**src/rtl/dsp_pkg.sv**
```systemverilog
// ---------------------------------------------------------------------------
// dsp_pkg
// Shared constants for the DSP48A1 slice model.
//   P_W / M_W          : post-adder width and multiplier product width.
//   X_* / Z_*          : operand-select codes for OPMODE[1:0] and OPMODE[3:2].
//   OP_CIN / OP_SUB    : OPMODE bit positions of carry-in and subtract.
// ---------------------------------------------------------------------------
package dsp_pkg;

    localparam int P_W = 48;
    localparam int M_W = 36;

    // X operand select, OPMODE[1:0]
    localparam logic [1:0] X_ZERO = 2'd0;
    localparam logic [1:0] X_M    = 2'd1;
    localparam logic [1:0] X_P    = 2'd2;
    localparam logic [1:0] X_DAB  = 2'd3;

    // Z operand select, OPMODE[3:2]
    localparam logic [1:0] Z_ZERO = 2'd0;
    localparam logic [1:0] Z_PCIN = 2'd1;
    localparam logic [1:0] Z_P    = 2'd2;
    localparam logic [1:0] Z_C    = 2'd3;

    // OPMODE bit indices
    localparam int OP_CIN = 5;
    localparam int OP_SUB = 7;

    // Sign-extend the multiplier product to the post-adder width.
    function automatic logic signed [P_W-1:0] sext_m(input logic signed [M_W-1:0] m);
        return {{(P_W - M_W){m[M_W-1]}}, m};
    endfunction

endpackage

```
**src/rtl/dsp_xz_mux.sv**
```systemverilog
// ---------------------------------------------------------------------------
// dsp_xz_mux
// Combinational X / Z operand selection for the post-adder.
// Ports:
//   x_sel  in  [1:0]      X select (OPMODE[1:0])
//   z_sel  in  [1:0]      Z select (OPMODE[3:2])
//   m_in   in  [M_W-1:0]  signed multiplier product (sign-extended on X)
//   p_fb   in  [P_W-1:0]  P feedback from the internal P register
//   dab_in in  [P_W-1:0]  {D[11:0], A[17:0], B[17:0]}
//   pcin   in  [P_W-1:0]  cascade input
//   c_in   in  [P_W-1:0]  C operand
//   x_op   out [P_W-1:0]  selected X operand
//   z_op   out [P_W-1:0]  selected Z operand
// ---------------------------------------------------------------------------
module dsp_xz_mux
    import dsp_pkg::*;
(
    input  logic [1:0]            x_sel,
    input  logic [1:0]            z_sel,
    input  logic signed [M_W-1:0] m_in,
    input  logic [P_W-1:0]        p_fb,
    input  logic [P_W-1:0]        dab_in,
    input  logic [P_W-1:0]        pcin,
    input  logic [P_W-1:0]        c_in,
    output logic [P_W-1:0]        x_op,
    output logic [P_W-1:0]        z_op
);

    always_comb begin
        x_op = '0;
        unique case (x_sel)
            X_ZERO:  x_op = '0;
            X_M:     x_op = sext_m(m_in);
            X_P:     x_op = p_fb;
            X_DAB:   x_op = dab_in;
            default: x_op = '0;
        endcase
    end

    always_comb begin
        z_op = '0;
        unique case (z_sel)
            Z_ZERO:  z_op = '0;
            Z_PCIN:  z_op = pcin;
            Z_P:     z_op = p_fb;
            Z_C:     z_op = c_in;
            default: z_op = '0;
        endcase
    end

endmodule

```
**src/rtl/dsp_post_adder_acc.sv**
```systemverilog
// ---------------------------------------------------------------------------
// dsp_post_adder_acc
// Post-adder / accumulator stage of the DSP48A1 slice model.
// Computes P = Z +/- (X + cin) modulo 2^48 with a 49th carry/borrow bit.
// Parameters:
//   PREG  1 = p/pcout registered (latency 1), 0 = combinational (latency 0)
//   P_W   post-adder width, 48 for DSP48A1 compatibility
// Ports:
//   clk        in   rising-edge clock
//   rst        in   synchronous active-high reset (P and carry registers)
//   ce_p       in   clock enable for P and carry registers
//   opmode     in   [1:0] X sel, [3:2] Z sel, [5] cin, [7] subtract
//   m_in       in   36-bit signed multiplier product
//   c_in       in   C operand
//   pcin       in   cascade input
//   dab_in     in   {D, A, B}
//   p          out  post-adder result
//   pcout      out  cascade copy of p
//   carryout   out  carry (add) / borrow (subtract)
//   carryoutf  out  fabric copy of carryout
// Configuration macro: DSP_CARRYOUT_REG_EN
//   defined   -> carry outputs come from a register loaded with ce_p
//   undefined -> carry outputs are combinational from the adder
// ---------------------------------------------------------------------------
module dsp_post_adder_acc #(
    parameter int PREG = 1,
    parameter int P_W  = 48
) (
    input  logic                           clk,
    input  logic                           rst,
    input  logic                           ce_p,
    input  logic [7:0]                     opmode,
    input  logic signed [dsp_pkg::M_W-1:0] m_in,
    input  logic [P_W-1:0]                 c_in,
    input  logic [P_W-1:0]                 pcin,
    input  logic [P_W-1:0]                 dab_in,
    output logic [P_W-1:0]                 p,
    output logic [P_W-1:0]                 pcout,
    output logic                           carryout,
    output logic                           carryoutf
);

    import dsp_pkg::*;

    logic [P_W-1:0] p_q;
    logic [P_W-1:0] p_d;
    logic [P_W-1:0] x_op;
    logic [P_W-1:0] z_op;
    logic [P_W:0]   sum;
    logic           cin;
    logic           sub;
    logic           carry_comb;

    // OPMODE[4] and OPMODE[6] have no function in this slice.
    logic unused_opmode_bits;
    assign unused_opmode_bits = ^{opmode[6], opmode[4]};

    assign cin = opmode[OP_CIN];
    assign sub = opmode[OP_SUB];

    dsp_xz_mux u_xz_mux (
        .x_sel  (opmode[1:0]),
        .z_sel  (opmode[3:2]),
        .m_in   (m_in),
        .p_fb   (p_q),
        .dab_in (dab_in),
        .pcin   (pcin),
        .c_in   (c_in),
        .x_op   (x_op),
        .z_op   (z_op)
    );

    // 49-bit add/subtract; bit P_W is carry on add and borrow on subtract
    // (a negative 49-bit difference wraps and sets the top bit).
    always_comb begin
        sum = '0;
        if (sub) begin
            sum = {1'b0, z_op} - ({1'b0, x_op} + {{P_W{1'b0}}, cin});
        end else begin
            sum = {1'b0, z_op} + {1'b0, x_op} + {{P_W{1'b0}}, cin};
        end
    end

    assign carry_comb = sum[P_W];

    // The feedback register updates on every enabled edge regardless of
    // PREG, so accumulation is identical in both output modes.
    always_comb begin
        p_d = p_q;
        if (ce_p) begin
            p_d = sum[P_W-1:0];
        end
    end

    always_ff @(posedge clk) begin
        if (rst) begin
            p_q <= '0;
        end else begin
            p_q <= p_d;
        end
    end

    generate
        if (PREG != 0) begin : g_preg
            assign p = p_q;
        end else begin : g_pcomb
            assign p = sum[P_W-1:0];
        end
    endgenerate

    assign pcout = p;

`ifdef DSP_CARRYOUT_REG_EN
    logic carry_q;
    logic carry_d;

    always_comb begin
        carry_d = carry_q;
        if (ce_p) begin
            carry_d = carry_comb;
        end
    end

    always_ff @(posedge clk) begin
        if (rst) begin
            carry_q <= 1'b0;
        end else begin
            carry_q <= carry_d;
        end
    end

    assign carryout  = carry_q;
    assign carryoutf = carry_q;
`else
    // Combinational carry: with PREG=1 this is the carry of the value p
    // will take on the next enabled edge.
    assign carryout  = carry_comb;
    assign carryoutf = carry_comb;
`endif

endmodule

```
**config.mk**
```make
export PLATFORM = sky130hd
export DESIGN_NAME = dsp_post_adder_acc
export DESIGN_NICKNAME = d
export VERILOG_FILES = /design/src/rtl/dsp_pkg.sv /design/src/rtl/dsp_xz_mux.sv /design/src/rtl/dsp_post_adder_acc.sv
export SDC_FILE = /design/constraint.sdc
export NUM_CORES = 1
export LEC_CHECK = 0
export CAP_MARGIN = 20
export CORE_UTILIZATION = 55
export DETAILED_ROUTE_END_ITERATION = 8
export HOLD_SLACK_MARGIN = 0.02
export MAX_ROUTING_LAYER = met4
export PLACE_DENSITY = 0.9
export SETUP_SLACK_MARGIN = 0.02
export SLEW_MARGIN = 20
export SYNTH_ARGS = -nofsm -noshare
export SYNTH_HDL_FRONTEND = slang
export SYNTH_SLANG_ARGS = --single-unit
```
**constraint.sdc**
```tcl
create_clock -name clk -period 15.19 [get_ports clk]
set_clock_uncertainty 0.1 [all_clocks]
set_input_delay 4.557 -clock clk [delete_from_list [all_inputs] [get_ports clk]]
set_output_delay 4.557 -clock clk [all_outputs]
set_load 0.02 [all_outputs]
```
# Yosys cells after proc, flatten, opt, wreduce, memory -nomap -nowiden
# Cells that the tools add are included.
# W data, S select, Z words.
[totals]
inputBits = 191
elab_cells = 16
ff_bits = 48
output_inout_bits = 98
[op_classes]
reduce_logical = 2
n_mux = 3
n_addsub = 4
eq_ne = 6
[op_table]
columns = ["operator", "count"]
rows = [
  ["$pmux W48 S4", 2],
  ["$add A48 B1 Y49", 1],
  ["$add A48 B48 Y49", 1],
  ["$add A49 B1 Y49", 1],
  ["$mux W49", 1],
  ["$sub A48 B49 Y49", 1],
  ["$eq A2 B2 Y1 const B", 4],
  ["$eq A2 B1 Y1 const B", 2],
  ["$logic_not A2 Y1", 2],
]

# Depth between registers and ports, before layout
# Gate-level depths: netlist of run 1.
[logic_depth]
ltp_word = 5
depth_mapped = 21
depth_no_buf = 16

# By module
# A second synthesis of run 1 with hierarchy kept.
[unflattened]
hier_cells = 1462
hier_area_um2 = 11088.1
[modules_own_cells]
columns = ["module", "cells_each", "n_inst", "seq_area_each_um2", "area_each_um2"]
rows = [
  ["dsp_post_adder_acc", 1237, 1, 960.9, 8892.3],
  ["dsp_xz_mux", 225, 1, 0.0, 2195.9],
]

# Least setup slack after synthesis of run 1
# Ideal clock, no wire load.
[synth_timing]
kind = "input to output"
startpoint = "in opmode[2]"
endpoint = "out carryoutf"
path_buffers = 3
required_ps = 10533
slack_ps = 1902
arrival_ps = 8631
path_stages = 18
cell_sequence = "buf_1 clkbuf_1 mux2_2 a22oi_1 fa_1 inv_1 fa_1 o211ai_1 nand2_1 o21ai_0 a211oi_1 o31ai_1 a31o_2 o211ai_1 a21oi_1 xnor2_1 a21oi_1 buf_4"
[synth_between]
elab_chain_cells = 5
elab_cells_between_ends = 9
classes_between = "add/sub (3); eq/ne (3); mux (2); reduce/logical (1)"
[synth_rtl]
columns = ["element", "line_no", "source"]
rows = [
  ["start: declaration", "dsp_post_adder_acc.sv:32", "input logic [7:0] opmode,"],
  ["$eq A2 B2 Y1, or another cell as far along", "dsp_xz_mux.sv:42", "unique case (z_sel)"],
  ["$pmux W48 S4 *", "dsp_xz_mux.sv:42", ""],
  ["$add A48 B48 Y49", "dsp_post_adder_acc.sv:80", "sum = {1'b0, z_op} + {1'b0, x_op} + {{P_W{1'b0}}, cin};"],
  ["$add A49 B1 Y49", "dsp_post_adder_acc.sv:80", ""],
  ["$mux W49 *", "dsp_post_adder_acc.sv:77", "if (sub) begin"],
  ["end: declaration", "dsp_post_adder_acc.sv:40", "output logic carryoutf"],
]
# Mark *: on every way between the ends. The rest lies on a longest branch, timed or not.

# Final worst setup path of run 1
[layout_timing]
startpoint = "in opmode[1]"
endpoint = "out carryoutf"
[layout_between]
elab_chain_cells = 5
elab_cells_between_ends = 10
classes_between = "add/sub (4); eq/ne (3); mux (2); reduce/logical (1)"
[layout_rtl]
columns = ["element", "line_no", "source"]
rows = [
  ["$eq A2 B2 Y1, or another cell as far along", "dsp_xz_mux.sv:31", "unique case (x_sel)"],
  ["$pmux W48 S4 *", "dsp_xz_mux.sv:31", ""],
  ["$add A48 B48 Y49 / $add A48 B1 Y49 (equally long branches)", "dsp_post_adder_acc.sv:80, dsp_post_adder_acc.sv:78", ""],
  ["$add A49 B1 Y49 / $sub A48 B49 Y49 (equally long branches)", "dsp_post_adder_acc.sv:80, dsp_post_adder_acc.sv:78", ""],
  ["$mux W49 *", "dsp_post_adder_acc.sv:77", ""],
]
# Marked as above.

==> flow_metrics.tcl, run 1 <==
set metrics [dict create \
    status "complete, no violations" \
    cts_inserted_buffers 5 \
    ioPinCount 289 \
    clock_latency_ns 0.31 \
    clk_pin_slew_ns 0.08 \
    dp.cells 1818 \
    vias_per_cell 6.21 \
    crit_slowest_cell "clkdlybuf4s50_1" \
    rr_worst_depth 15 \
    rows 50 \
    worstPathRequired_ns 10.53 \
    maxCapViolations 0 \
    grt_max_degree 74 \
    crit_chain "buf_2 -> buf_12 -> mux2_2 -> a22o_1 -> ha_1 -> ha_1 -> nand2_1 -> a21o_1 -> a211o_1 -> a211oi_1 -> o31ai_1 -> a31o_2 -> o211ai_1 -> a21oi_1 -> xnor2_1 -> a21oi_1 -> clkdlybuf4s50_1" \
    drive_above_1_share 0.0854 \
    die_x_um 140 \
    power_leakage_nw 5.82 \
    critPathCaptureType "output pin" \
    tightest_slew_ns 0.863 \
    synth_top_area_cell "ha_1" \
    synth.area.top_cells "ha_1 (17%), dfxtp_1 (9.2%), mux2_2 (8.8%)" \
    cellInternalPower_mw 0.659 \
    hold_class "flip-flop to flip-flop" \
    p_sw_mw 0.585 \
    slew_headroom 0.425 \
    post_cts.repair.setup_buffers 0 \
    synth_edf_count 0 \
    yosysTopAreaCellShare 0.166 \
    gr-usage-all-layers 0.351 \
    grt_pass1_vias 11100 \
    num_antenna_cells 0 \
    postRouteAntennaNets 0 \
    grt_pass1_wl_um 54200 \
    synth_warnings 0 \
    synth_cells 1409 \
    synth-seq-cells 48 \
    grt_antenna_before_repair 0 \
    ys_seq_area_frac 0.0916 \
    combPwrFrac 0.722 \
    tns_ns 0 \
    rrSetupSlack_ns 10.58 \
    p_per_area_nw_per_um2 93.9 \
    io_buffers 286 \
    yosysMostFrequentCell "ha_1" \
    largest_register_ffs 48 \
    rsz0062_at_grt "no" \
    fmax_ghz 0.0692 \
    drc 0 \
    post_cts_resized 0 \
    design.die.area_um2 19600 \
    pwr-share-seq 0.139 \
    layoutNonFillerInstCount 1826 \
    utilization 0.709 \
    fin_crit_sh 0.951 \
    critPathMaxStageDelay_ns 0.71 \
    netlist_area_um2 10500 \
    clockPowerShare 0.138 \
    ys_async_sr_fraction 0 \
    fillers 1553 \
    cts_tree "built" \
    finalWeightedCongestion 0.981 \
    clockBufferDepth 2 \
    wire_per_inst_um 18.8 \
    root_buffer "clkbuf_16" \
    crit_arrival_ns 9.78 \
    coreArea_um2 18700 \
    min_period_ns 14.44 \
    critPathLaunchType "input port" \
    finalHoldViolCount 0 \
    drt-initial-drc-count 767 \
    cts_max_level 2 \
    syn_area_per_cell_um2 7.45 \
    clock-sinks 48 \
    crit_fanout 31 \
    switching_share 0.470 \
    finalSetupViolations 0 \
    area_growth_pct 26.3 \
    hold_depth 2 \
    syn_nets 1743 \
    overflow 0 \
    hpwl_um 26400 \
    worst_ir_drop_vdd_uv 53.0 \
    slew_viol_final 0 \
    via_count 11300 \
    ys.flop_type "dfxtp_1" \
    start_util 0.561 \
    dr.pass1.iters 5 \
    wl_um 34400 \
    holdBufCountCts 0 \
    crit_type "input port to output pin" \
    synth_common_cells "ha_1 (139), nand2_1 (115), inv_1 (114)" \
    nets 1925 \
    yosys.cell_types.count 79 \
    die_y_um 140 \
]
-- cell usage in the layout, fill, tap and decap left out, types with 45 or more instances in the layout --
master and count:
a21o_1 45, nor2_1 105, dfxtp_1 48, ha_1 139, mux2_2 82, clkdlybuf4s50_1 280, nand2_1 115, xnor2_1 46
inv_1 114, a22o_1 91, a21oi_1 111, o21ai_0 54
-- metal layers --
layer  vias up  track usage  part of all wire
li1       5418            -                 -
met1      5307        0.402              0.42
met4         0        0.150             0.034
met5         -            -                 0
met2       513        0.614              0.49
met3       106       0.0434             0.059
-- power groups by stage --
stage | Combinational, mW | Sequential [mW] | Clock, mW
5_1_grt | 0.974 | 0.176 | 0.176
6_report | 0.899 | 0.174 | 0.172
3_5_place_dp | 0.877 | 0.176 | 0
4_1_cts | 0.884 | 0.173 | 0.174
2_1_floorplan | 0.624 | 0.190 | 0
3_3_place_gp | 0.863 | 0.174 | 0
-- critical path, delay by kind of cell --
| kind | cells | cell delay, ns |
|---|---|---|
| xor+xnor | 1 | 0.14 |
| mux | 1 | 0.36 |
| compound gates | 9 | 2.33 |
| buf+inv | 3 | 1.36 |
| fa+ha+maj | 2 | 0.89 |
| simple gates | 1 | 0.14 |
-- final timing paths --
kind | startpoint | to
max | opmode[1] | carryoutf
min | p[16] | p[16]
max reg2reg | p[0] | p[42]
min reg2reg | p[16] | p[16]
-- stage by stage --
stage | total power [mW] | hold WS [ns] | cell area, µm² | setup WS [ns]
finish | 1.24 | 0.430 | 13300 | 0.749
global route | 1.33 | 0.450 | 13300 | 0.565
CTS | 1.23 | 0.431 | 13300 | 0.871
detailed placement | 1.05 | 0.416 | 13000 | 0.875
global placement | 1.04 | 0.408 | 13000 | 0.898
floorplan | 0.814 | 0.479 | 10500 | 1.90
-- area by class of cell --
class,instances,area (µm²),share of cell area
multi-input combinational,1120,8380,0.633
tap,234,293,0.0221
timing repair buffer,301,2970,0.224
clock buffer,5,125,0.00944
clock inverter,3,90.1,0.00680
inverter,115,432,0.0326
sequential,48,961,0.0725
-- cell families (layout without fill, tap and decap cells) --
| family | after synthesis | count (layout) | share of synthesized area |
|---|---|---|---|
| xor gates and xnor gates | 78 | 78 | 0.0651 |
| buffers and inverters | 241 | 424 | 0.111 |
| adders and majority gates | 143 | 143 | 0.173 |
| DFF | 48 | 48 | 0.0916 |
| muxes | 94 | 94 | 0.0996 |
| AOI/OAI and AO/OA | 472 | 472 | 0.317 |
| and+or+nand+nor | 333 | 333 | 0.142 |
Power figures use the tool's default switching activity.
==> inputs of run 2 (changes only) <==
CORE_ASPECT_RATIO = 0.6   (was not set)
CTS_BUF_LIST = sky130_fd_sc_hd__clkbuf_4   (was not set)
PLACE_DENSITY = 0.88   (was 0.9)
==> run 2 against run 1 <==
  * Via count increased by 2.0%
  * Largest power group unchanged
  * Utilization increased by 0.41 points
  * Critical path depth decreased by 1
  * Non-clock buffer count increased by 1
  * Largest cell class unchanged
  * Critical endpoint unchanged
  * Power decreased by 5.2%
  * Clock power decreased by 55%
  * Die area about the same
==> flow_metrics.tcl, run 2 (synthesis results as in run 1) <==
set metrics [dict create \
    die_y_um 109 \
    tns_ns 0 \
    use_met2 0.545 \
    drt-initial-drc-count 1230 \
    ioPinCount 289 \
    overflow 0 \
    clockBufferDepth 2 \
    largest_register_ffs 48 \
    grt_max_degree 48 \
    whs_ns 0.431 \
    gr-usage-all-layers 0.386 \
    cts_inserted_buffers 5 \
    hold_class "flip-flop to flip-flop" \
    clk_pin_slew_ns 0.18 \
    crit_arrival_ns 9.77 \
    layout_setup_ws_ns 0.760 \
    via_count 11600 \
    holdBufCountCts 0 \
    postRouteAntennaNets 0 \
    grt_pass1_wl_um 58100 \
    dr.pass1.iters 6 \
    finalSetupViolations 0 \
    maxCapViolations 0 \
    worst_ir_drop_vdd_uv 47.9 \
    hpwl_um 29500 \
    fin_crit_sh 0.950 \
    coreArea_um2 18400 \
    globalRouteMet3Util 0.0915 \
    drc 0 \
    area_growth_pct 24.7 \
    hold_start "p[11]" \
    timing.rr.end "p[42]" \
    critPathLaunchType "input port" \
    wire_per_inst_um 20.6 \
    clock-sinks 48 \
    min_period_ns 14.43 \
    hold_path_end "p[11]" \
    post_cts_resized 0 \
    drive_above_1_share 0.0860 \
    post-place-ws_ns 0.867 \
    cts_tree "built" \
    die_x_um 180 \
    post_cts.repair.setup_buffers 0 \
    busiest_layer "met1" \
    wl_um 37700 \
    p_per_area_nw_per_um2 90.1 \
    start_util 0.572 \
    finalHoldViolCount 0 \
    hold_depth 2 \
    utilization 0.713 \
    clock_latency_ns 0.41 \
    grt_antenna_before_repair 0 \
    critPathCaptureType "output pin" \
    design.die.area_um2 19700 \
    root_buffer "clkbuf_4" \
    grt_pass1_vias 10500 \
    reg2reg_from "p[0]" \
    crit_fanout 22 \
    layout_commonest_cell "clkdlybuf4s50_1" \
    rows 38 \
    finalWeightedCongestion 1.01 \
    rsz0062_at_grt "no" \
    cts_max_level 2 \
    num_antenna_cells 0 \
    vias_per_cell 6.31 \
    slew_headroom 0.365 \
    tightest_slew_ns 0.938 \
    power_leakage_nw 5.75 \
    rr_worst_depth 15 \
    rrSetupSlack_ns 10.40 \
    met1_usage 0.551 \
    fmax_ghz 0.0693 \
    worstPathRequired_ns 10.53 \
    total_power_mw 1.18 \
    nets 1926 \
    slew_viol_final 0 \
    crit_type "input port to output pin" \
    status "complete, no violations" \
    layout_common_cells "clkdlybuf4s50_1 (279), ha_1 (139), nand2_1 (115)" \
    io_buffers 286 \
]
-- run 2: cell count changes in the layout (fill, tap and decap cells not counted), sizes merged --
cell	change
clkinv	+1
clkdlybuf4s50	-1
clkbuf	+2
bufinv	-3
buf	+2
-- run 2: layer usage --
layer	routed length, µm	part of all wire
met1	17900	0.47
met2	14800	0.39
met3	4360	0.12
met4	635	0.017
met5	0	0
-- run 2: power by group --
group	total, mW	internal (mW)	leakage (nW)	switching, mW
registers	0.175	0.145	0.398	0.0293
logic	0.928	0.403	5.31	0.524
clock network	0.0770	0.0215	0.0338	0.0555
-- run 2: worst max path at each step --
| stage | startpoint | endpoint | slack [ns] | depth (start not counted) |
|---|---|---|---|---|
| detailed placement | opmode[1] | carryoutf | 0.87 | 17 |
| global placement | opmode[1] | carryoutf | 0.96 | 17 |
| CTS | opmode[1] | carryoutf | 0.85 | 17 |
| floorplan | opmode[2] | carryoutf | 1.90 | 18 |
| finish | opmode[1] | carryoutf | 0.76 | 16 |
| global route | opmode[1] | carryoutf | 0.51 | 17 |
-- run 2: metrics by stage --
stage | std cells | area, µm²
2_1_floorplan | 1409 | 10500
3_3_place_gp | 1825 | 13000
3_5_place_dp | 1825 | 13000
4_1_cts | 1833 | 13100
5_1_grt | 1833 | 13100
6_report | 1833 | 13100
-- run 2: final cells by class --
class                   count  area (µm²)
multi-input cells        1120        8380
repair buffers            302        2950
flip-flops and latches     48         961
inverters                 115         432
clock inverters             1        3.75
clock buffers               7        52.6
well taps                 240         300
fillers                  1489        5270
-- run 2: critical path: stages --
cell,delay (ns)
buf_2,0.35
buf_4,0.39
mux2_2,0.39
a22o_1,0.21
ha_1,0.47
nand4_1,0.24
nor4_1,0.60
o211ai_1,0.30
o211ai_1,0.28
nor2_1,0.17
a31oi_1,0.31
o211ai_1,0.16
a211oi_1,0.28
nor3_1,0.09
a21oi_1,0.26
clkdlybuf4s50_1,0.70
